==> config.mk <==
export PLATFORM = sky130hd
export DESIGN_NAME = alu_core_flat
export DESIGN_NICKNAME = d
export VERILOG_FILES = /design/src/rtl/alu_pkg.sv /design/src/rtl/alu_if.sv /design/src/rtl/alu_shifter.sv /design/src/rtl/alu_core.sv /design/src/flat_wrapper.sv
export SDC_FILE = /design/constraint.sdc
export NUM_CORES = 1
export LEC_CHECK = 0
export ABC_CLOCK_PERIOD_IN_PS = 6310
export CAP_MARGIN = 10
export CORE_ASPECT_RATIO = 1.75
export CORE_UTILIZATION = 60
export DETAILED_ROUTE_END_ITERATION = 16
export PLACE_DENSITY = 0.85
export SLEW_MARGIN = 0
export SYNTH_ARGS = -nofsm -noshare
export SYNTH_HDL_FRONTEND = slang
export SYNTH_HIERARCHICAL = 1
export SYNTH_SLANG_ARGS = --single-unit
==> constraint.sdc <==
create_clock -name clk -period 6.31 [get_ports clk]
set_input_delay 1.262 -clock clk [delete_from_list [all_inputs] [get_ports clk]]
set_output_delay 1.262 -clock clk [all_outputs]
set_load 0.005 [all_outputs]
==> src/rtl/alu_pkg.sv <==
// ============================================================================
// Module  : alu_pkg
// Brief   : Shared widths, opcode and shifter-mode encodings for the ALU.
// Revision: 1.0 - initial release
// ============================================================================
`default_nettype none

package alu_pkg;

    localparam int DATA_W = 32;
    localparam int OP_W   = 4;

    typedef logic [DATA_W-1:0] word_t;

    typedef enum logic [OP_W-1:0] {
        ADD = 4'b0000,
        SUB = 4'b0001,
        AND = 4'b0010,
        OR  = 4'b0011,
        XOR = 4'b0100,
        NOR = 4'b0101,
        SLT = 4'b0110,
        SLL = 4'b0111,
        SRL = 4'b1000,
        SRA = 4'b1001,
        ROL = 4'b1010,
        ROR = 4'b1011,
        MUL = 4'b1100
    } alu_op_e;

    typedef enum logic [2:0] {
        SH_SLL = 3'd0,
        SH_SRL = 3'd1,
        SH_SRA = 3'd2,
        SH_ROL = 3'd3,
        SH_ROR = 3'd4
    } shift_mode_e;

endpackage

`default_nettype wire

==> src/rtl/alu_if.sv <==
// ============================================================================
// Module  : alu_if
// Brief   : Operand/opcode/result bundle between the execute stage and alu_core.
// Revision: 1.0 - initial release
// ============================================================================
`default_nettype none

interface alu_if;
    import alu_pkg::*;

    logic              enable;
    logic [OP_W-1:0]   OP;
    word_t             src1;
    word_t             src2;
    word_t             alu_result;
    logic              Overflow;

    modport master (
        output enable, OP, src1, src2,
        input  alu_result, Overflow
    );

    modport slave (
        input  enable, OP, src1, src2,
        output alu_result, Overflow
    );
endinterface

`default_nettype wire

==> src/rtl/alu_shifter.sv <==
// ============================================================================
// Module  : alu_shifter
// Brief   : Combinational 32-bit barrel shifter/rotator (SLL/SRL/SRA/ROL/ROR).
// Revision: 1.0 - initial release
// ============================================================================
`default_nettype none

module alu_shifter
    import alu_pkg::*;
(
    input  word_t       data,
    input  logic [4:0]  amount,
    input  shift_mode_e mode,
    output word_t       result
);

    // Complementary shift for rotates; amount 0 gives 32, which shifts to zero.
    logic [5:0] inv_amount;
    assign inv_amount = 6'd32 - {1'b0, amount};

    always_comb begin
        result = data;
        case (mode)
            SH_SLL:  result = data << amount;
            SH_SRL:  result = data >> amount;
            SH_SRA:  result = word_t'($signed(data) >>> amount);
            SH_ROL:  result = (data << amount) | (data >> inv_amount);
            SH_ROR:  result = (data >> amount) | (data << inv_amount);
            default: result = data;
        endcase
    end

endmodule

`default_nettype wire

==> src/rtl/alu_core.sv <==
// ============================================================================
// Module  : alu_core
// Brief   : 32-bit integer ALU, registered result and signed-overflow flag.
//           Optional macro ALU_MUL_EN enables the MUL opcode (4'b1100).
// Revision: 1.0 - initial release
// ============================================================================
`default_nettype none

module alu_core
    import alu_pkg::*;
(
    input  logic       clk,
    input  logic       rst,
    alu_if.slave       bus
);

    word_t       a;
    word_t       b;
    word_t       sum;
    word_t       diff;
    word_t       shift_out;
    shift_mode_e shift_mode;
    word_t       next_result;
    logic        next_ov;
    word_t       result_q;
    logic        ov_q;

    assign a    = bus.src1;
    assign b    = bus.src2;
    assign sum  = a + b;
    assign diff = a - b;

`ifdef ALU_MUL_EN
    logic signed [2*DATA_W-1:0] prod;
    assign prod = $signed(a) * $signed(b);
`endif

    // Kept separate from the result mux so the shifter feeds forward only.
    always_comb begin
        shift_mode = SH_SLL;
        case (bus.OP)
            SRL:     shift_mode = SH_SRL;
            SRA:     shift_mode = SH_SRA;
            ROL:     shift_mode = SH_ROL;
            ROR:     shift_mode = SH_ROR;
            default: shift_mode = SH_SLL;
        endcase
    end

    alu_shifter u_shifter (
        .data   (a),
        .amount (b[4:0]),
        .mode   (shift_mode),
        .result (shift_out)
    );

    always_comb begin
        next_result = '0;
        next_ov     = 1'b0;
        case (bus.OP)
            ADD: begin
                next_result = sum;
                next_ov     = (a[31] == b[31]) && (sum[31] != a[31]);
            end
            SUB: begin
                next_result = diff;
                next_ov     = (a[31] != b[31]) && (diff[31] != a[31]);
            end
            AND: next_result = a & b;
            OR:  next_result = a | b;
            XOR: next_result = a ^ b;
            NOR: next_result = ~(a | b);
            SLT: next_result = {31'd0, ($signed(a) < $signed(b))};
            SLL, SRL, SRA, ROL, ROR: next_result = shift_out;
`ifdef ALU_MUL_EN
            MUL: begin
                next_result = prod[DATA_W-1:0];
                next_ov     = (prod[2*DATA_W-1:DATA_W] != {DATA_W{prod[DATA_W-1]}});
            end
`endif
            default: begin
                next_result = '0;
                next_ov     = 1'b0;
            end
        endcase
    end

    always_ff @(posedge clk) begin
        if (rst) begin
            result_q <= '0;
            ov_q     <= 1'b0;
        end else if (bus.enable) begin
            result_q <= next_result;
            ov_q     <= next_ov;
        end
    end

    assign bus.alu_result = result_q;
    assign bus.Overflow   = ov_q;

endmodule

`default_nettype wire

==> src/flat_wrapper.sv <==
// flat-port wrapper written by rule: the top's interface ports become plain ports
module alu_core_flat import alu_pkg::*;
  (clk, rst, bus_enable, bus_OP, bus_src1, bus_src2, bus_alu_result, bus_Overflow);
  alu_if bus_i ();
  input  logic clk;
  input  logic rst;
  input wire logic [$bits(bus_i.enable)-1:0] bus_enable;
  input wire logic [$bits(bus_i.OP)-1:0] bus_OP;
  input wire logic [$bits(bus_i.src1)-1:0] bus_src1;
  input wire logic [$bits(bus_i.src2)-1:0] bus_src2;
  output wire logic [$bits(bus_i.alu_result)-1:0] bus_alu_result;
  output wire logic [$bits(bus_i.Overflow)-1:0] bus_Overflow;
  assign bus_i.enable = bus_enable;
  assign bus_i.OP = bus_OP;
  assign bus_i.src1 = bus_src1;
  assign bus_i.src2 = bus_src2;
  assign bus_alu_result = bus_i.alu_result;
  assign bus_Overflow = bus_i.Overflow;
  alu_core u_core (.clk(clk), .rst(rst), .bus(bus_i));
endmodule
==> results.sh, run 1 <==
export IMPL_status="aborted with a tool error"
export IMPL_cts_buffer_depth=2
export IMPL_first_global_vias=22454
export IMPL_h_tree_depth=2
export IMPL_synth_main_ff_cell="dfxtp_1"
export IMPL_io_pins=104
export IMPL_ys_async_sr_fraction=0
export IMPL_gp_congestion=1.37
export IMPL_cts_sink_count=33
export IMPL_synth_area_top_cells="mux4_2 (13%), ha_1 (8.6%), nor2_1 (6.2%)"
export IMPL_grt_ovfl_total=646
export IMPL_cts_hold_buf=0
export IMPL_syn_nets=2248
export IMPL_rows=76
export IMPL_post_cts_setup_buffers=0
export IMPL_error="[ERROR GRT-0116] Global routing finished with congestion. Check the congestion regions in the DRC Viewer."
export IMPL_hpwl_microns=66300
export IMPL_start_util=0.613
export IMPL_grt_max_degree=104
export IMPL_cts_made_buffers=5
export IMPL_ctsResizeCount=0
export IMPL_ys_warn_count=6
export IMPL_yosys_area_top_type="mux4_2"
export IMPL_netlist_instances=2071
export IMPL_die_x_microns=122
export IMPL_seq_area_frac_synth=0.0436
export IMPL_die_h_microns=212
export IMPL_ys_types=108
export IMPL_ys_ff_latch=33
export IMPL_place_inst=2387
export IMPL_netlist_area_sq_mm=0.0152
export IMPL_synth_edf_count=0
export IMPL_grtUsageTotal=0.833
export IMPL_synth_top_area_frac=0.128
export IMPL_port_buffers=103
export IMPL_clockRootBuffer="clkbuf_16"
export IMPL_grt_pass1_wl_microns=164000
export IMPL_stop_stage="global routing"
export IMPL_postSynthAreaPerCell_sq_um=7.32
==> logic make-up after synthesis <==
family / Yosys count / share of synthesized area
AND/OR/NAND/NOR: 673 / 0.206
flip-flops: 33 / 0.0436
XOR/XNOR: 17 / 0.0111
AO/OA/AOI/OAI: 697 / 0.327
buffers and inverters: 311 / 0.0920
multiplexers: 234 / 0.233
adder cells (fa/ha/maj): 106 / 0.0885
==> metal layers <==
| metal | global-route usage | GRT overflow |
|---|---|---|
| met1 | 0.817 | 4 |
| met2 | 1.02 | 397 |
| met3 | 0.678 | 16 |
| met4 | 0.840 | 229 |
| met5 | 0.246 | 0 |
==> per-stage QoR <==
step	area, sq um	utilization	worst slack, ns
floorplan	15200	-	1.51
global placement	16500	0.667	0.497
detailed placement	16500	0.667	0.409
CTS	16600	0.673	0.741
==> cell usage after synthesis (24+ instances only) <==
| library cell | n |
|---|---|
| a211oi_1 | 41 |
| a21oi_1 | 139 |
| a221oi_1 | 37 |
| a31oi_1 | 40 |
| buf_2 | 31 |
| clkbuf_1 | 130 |
| dfxtp_1 | 33 |
| ha_1 | 104 |
| inv_1 | 102 |
| mux2_2 | 52 |
| mux2i_1 | 92 |
| mux4_2 | 86 |
| nand2_1 | 167 |
| nand2b_1 | 26 |
| nand3_1 | 43 |
| nor2_1 | 249 |
| nor3_1 | 64 |
| o211ai_1 | 24 |
| o21ai_0 | 92 |
| o22ai_1 | 41 |
==> run 2: changes to the inputs <==
- CORE_ASPECT_RATIO: 1.75 -> unset
- CORE_UTILIZATION: 60 -> 40
- PLACE_DENSITY: 0.85 -> unset
- PLACE_DENSITY_LB_ADDON: unset -> 0.15
==> run 2 against run 1 <==
The run now ends clean; synthesized area did not move; synthesized cell count unchanged.
==> results.sh, run 2 <==
export IMPL_status="finished clean"
export IMPL_largest_reg_flops=32
export IMPL_drive_above_1_share=0.170
export IMPL_place_area_sq_mm=0.0171
export IMPL_h_tree_depth=2
export IMPL_grtUsageTotal=0.458
export IMPL_wl_microns=91000
export IMPL_crit_arrival_ns=5.66
export IMPL_finalHoldViolations=0
export IMPL_die_x_microns=197
export IMPL_worst_slack_ns=0.820
export IMPL_area_growth_pct=13.7
export IMPL_max_cap_viol_count=0
export IMPL_worst_pin_slew_ns=1.31
export IMPL_max_stage_delay_ns=0.55
export IMPL_finalPower_mw=2.27
export IMPL_core_area_sq_mm=0.0370
export IMPL_critPathTopFamily="simple AND/OR/NAND/NOR gates"
export IMPL_final_cell_mix="nor2_1 (247), nand2_1 (167), buf_4 (144), a21oi_1 (139), ha_1 (103)"
export IMPL_start_util=0.410
export IMPL_design_area_sq_mm=0.0172
export IMPL_power_switching_mw=1.26
export IMPL_peakVddDrop_mv=0.0986
export IMPL_min_path_type="reg2reg"
export IMPL_p_sw_frac=0.556
export IMPL_grt_ovfl_total=0
export IMPL_clock_latency_ns=0.29
export IMPL_cts_hold_buf=0
export IMPL_fillers=3790
export IMPL_die_area_sq_mm=0.0387
export IMPL_rsz0062_at_grt="false"
export IMPL_synth_area_top_cells="mux4_2 (13%), ha_1 (8.6%), nor2_1 (6.2%)"
export IMPL_syn_nets=2248
export IMPL_place_inst=2622
export IMPL_clkTransAtPathRegs_ns=0.06
export IMPL_dpl_worst_slack_ns=0.687
export IMPL_leakage_nw=6.66
export IMPL_critPathLaunch="bus_src2[1]"
export IMPL_avgRoutedWirePerCell_microns=34.6
export IMPL_ctsResizeCount=0
export IMPL_ff_latch_area_sq_um=661
export IMPL_crit_buf_inv=2
export IMPL_synth_main_ff_cell="dfxtp_1"
export IMPL_hold_ws_ns=0.472
export IMPL_antenna_found_initial=1
export IMPL_ys_warn_count=6
export IMPL_slew_limit_headroom=0.128
export IMPL_first_pass_iters=6
export IMPL_ys_top_cells_by_count="nor2_1 (249), nand2_1 (167), a21oi_1 (139)"
export IMPL_ys_ff_latch=33
export IMPL_power_frac_clock=0.126
export IMPL_clockRootBuffer="clkbuf_16"
export IMPL_grt_max_degree=105
export IMPL_io_pins=104
export IMPL_seq_area_frac_synth=0.0436
export IMPL_stdcell_count=2630
export IMPL_ant_nets=0
export IMPL_post_cts_setup_buffers=0
export IMPL_postSynthAreaPerCell_sq_um=7.32
export IMPL_die_h_microns=197
export IMPL_critPathSlowestCell="or3b_1"
export IMPL_first_global_vias=17510
export IMPL_cts_sink_count=33
export IMPL_maxSlewViolCount=0
export IMPL_antenna_cells=0
export IMPL_final_common_cell="nor2_1"
export IMPL_path_max_fanout=14
export IMPL_worst_path_most_repeated_cell="a31oi_1"
export IMPL_netlist_area_sq_mm=0.0152
export IMPL_r2r_start="u_core/bus.alu_result[29]"
export IMPL_hpwl_microns=70200
export IMPL_crit_type="in2reg"
export IMPL_seqPwrFrac=0.102
export IMPL_synth_top_area_frac=0.128
export IMPL_end_kind="flip-flop"
export IMPL_hp_start="u_core/bus.alu_result[16]"
export IMPL_tns_ns=0
export IMPL_fin_util=0.466
export IMPL_num_vias=19393
export IMPL_grt_pass1_wl_microns=129000
export IMPL_synth_edf_count=0
export IMPL_port_buffers=103
export IMPL_max_freq_mhz=182
export IMPL_rows=70
export IMPL_setup_viol=0
export IMPL_critPathLaunchType="input pin"
export IMPL_fin_nets=2302
export IMPL_viasPerCell=7.37
export IMPL_drt_iter0_markers=3259
export IMPL_power_density_mw_per_mm2=132
export IMPL_ys_async_sr_fraction=0
export IMPL_cts_buffer_depth=2
export IMPL_skew_ns=0
export IMPL_cts_made_buffers=5
export IMPL_period_share=0.870
export IMPL_pwr_share_comb=0.772
export IMPL_gp_congestion=1.11
export IMPL_cts_tree="done"
export IMPL_p_int_mw=1.01
export IMPL_fin_crit_ns=5.49
export IMPL_drc=0
export IMPL_multi_input_area_sq_mm=0.0132
export IMPL_yosys_area_top_type="mux4_2"
export IMPL_synth_most_common_cell="nor2_1"
export IMPL_crit_required_ns=6.48
export IMPL_netlist_instances=2071
export IMPL_ys_types=108
export IMPL_path_cells="buf_4 -> inv_1 -> ha_4 -> or3b_1 -> mux2i_4 -> nand2_1 -> nor3_1 -> o31ai_1 -> a31oi_1 -> a221o_1 -> or3b_2 -> o22ai_1 -> a31oi_1 -> a21oi_1 -> nor2_1"
-- run 2: cell counts after synthesis --
No cell type changed its count.
-- run 2: cell type report --
cell class / instances / share of cell area
tap: 504 / 0.0366
clock inverter: 1 / 0.000290
timing repair buffer: 251 / 0.127
clock buffer: 7 / 0.00886
multi-input combinational: 1727 / 0.765
inverter: 107 / 0.0233
sequential: 33 / 0.0383
-- run 2: power by group through the flow --
stage	logic, mW	clock network [mW]	registers (mW)
floorplan	0.993	0	0.235
CTS	1.66	0.283	0.232
finish	1.75	0.285	0.232
detailed placement	1.65	0	0.237
global placement	1.66	0	0.237
global route	1.80	0.292	0.234
-- run 2: worst min-delay path: cells and delay by family (launching register included) --
family	cells	cell delay, ns
DFF	1	0.33
AOI/OAI and AO/OA	1	0.06
and+or+nand+nor	1	0.05
-- run 2: worst paths after layout --
| check | to | slack (ns) | cells after the start |
|---|---|---|---|
| max | u_core/bus.alu_result[11] | 0.82 | 15 |
| min | u_core/bus.alu_result[16] | 0.47 | 2 |
| max reg2reg | u_core/bus.alu_result[29] | 4.56 | 6 |
| min reg2reg | u_core/bus.alu_result[16] | 0.47 | 2 |
-- run 2: logic make-up after synthesis --
logic type | Yosys count | synth area share
AO/OA/AOI/OAI | 697 | 0.327
XOR/XNOR | 17 | 0.0111
adder cells (fa/ha/maj) | 106 | 0.0885
buffers and inverters | 311 | 0.0920
flip-flops | 33 | 0.0436
multiplexers | 234 | 0.233
AND/OR/NAND/NOR | 673 | 0.206
-- run 2: layer usage --
layer	routed length, microns	part of all wire	global-route usage	vias up
met2	36400	0.40	0.651	1707
met5	0	0	0	-
met4	4660	0.051	0.175	0
met3	12900	0.14	0.139	264
li1	-	-	-	8035
met1	37000	0.41	0.643	9387
Power figures use the tool's default switching activity.
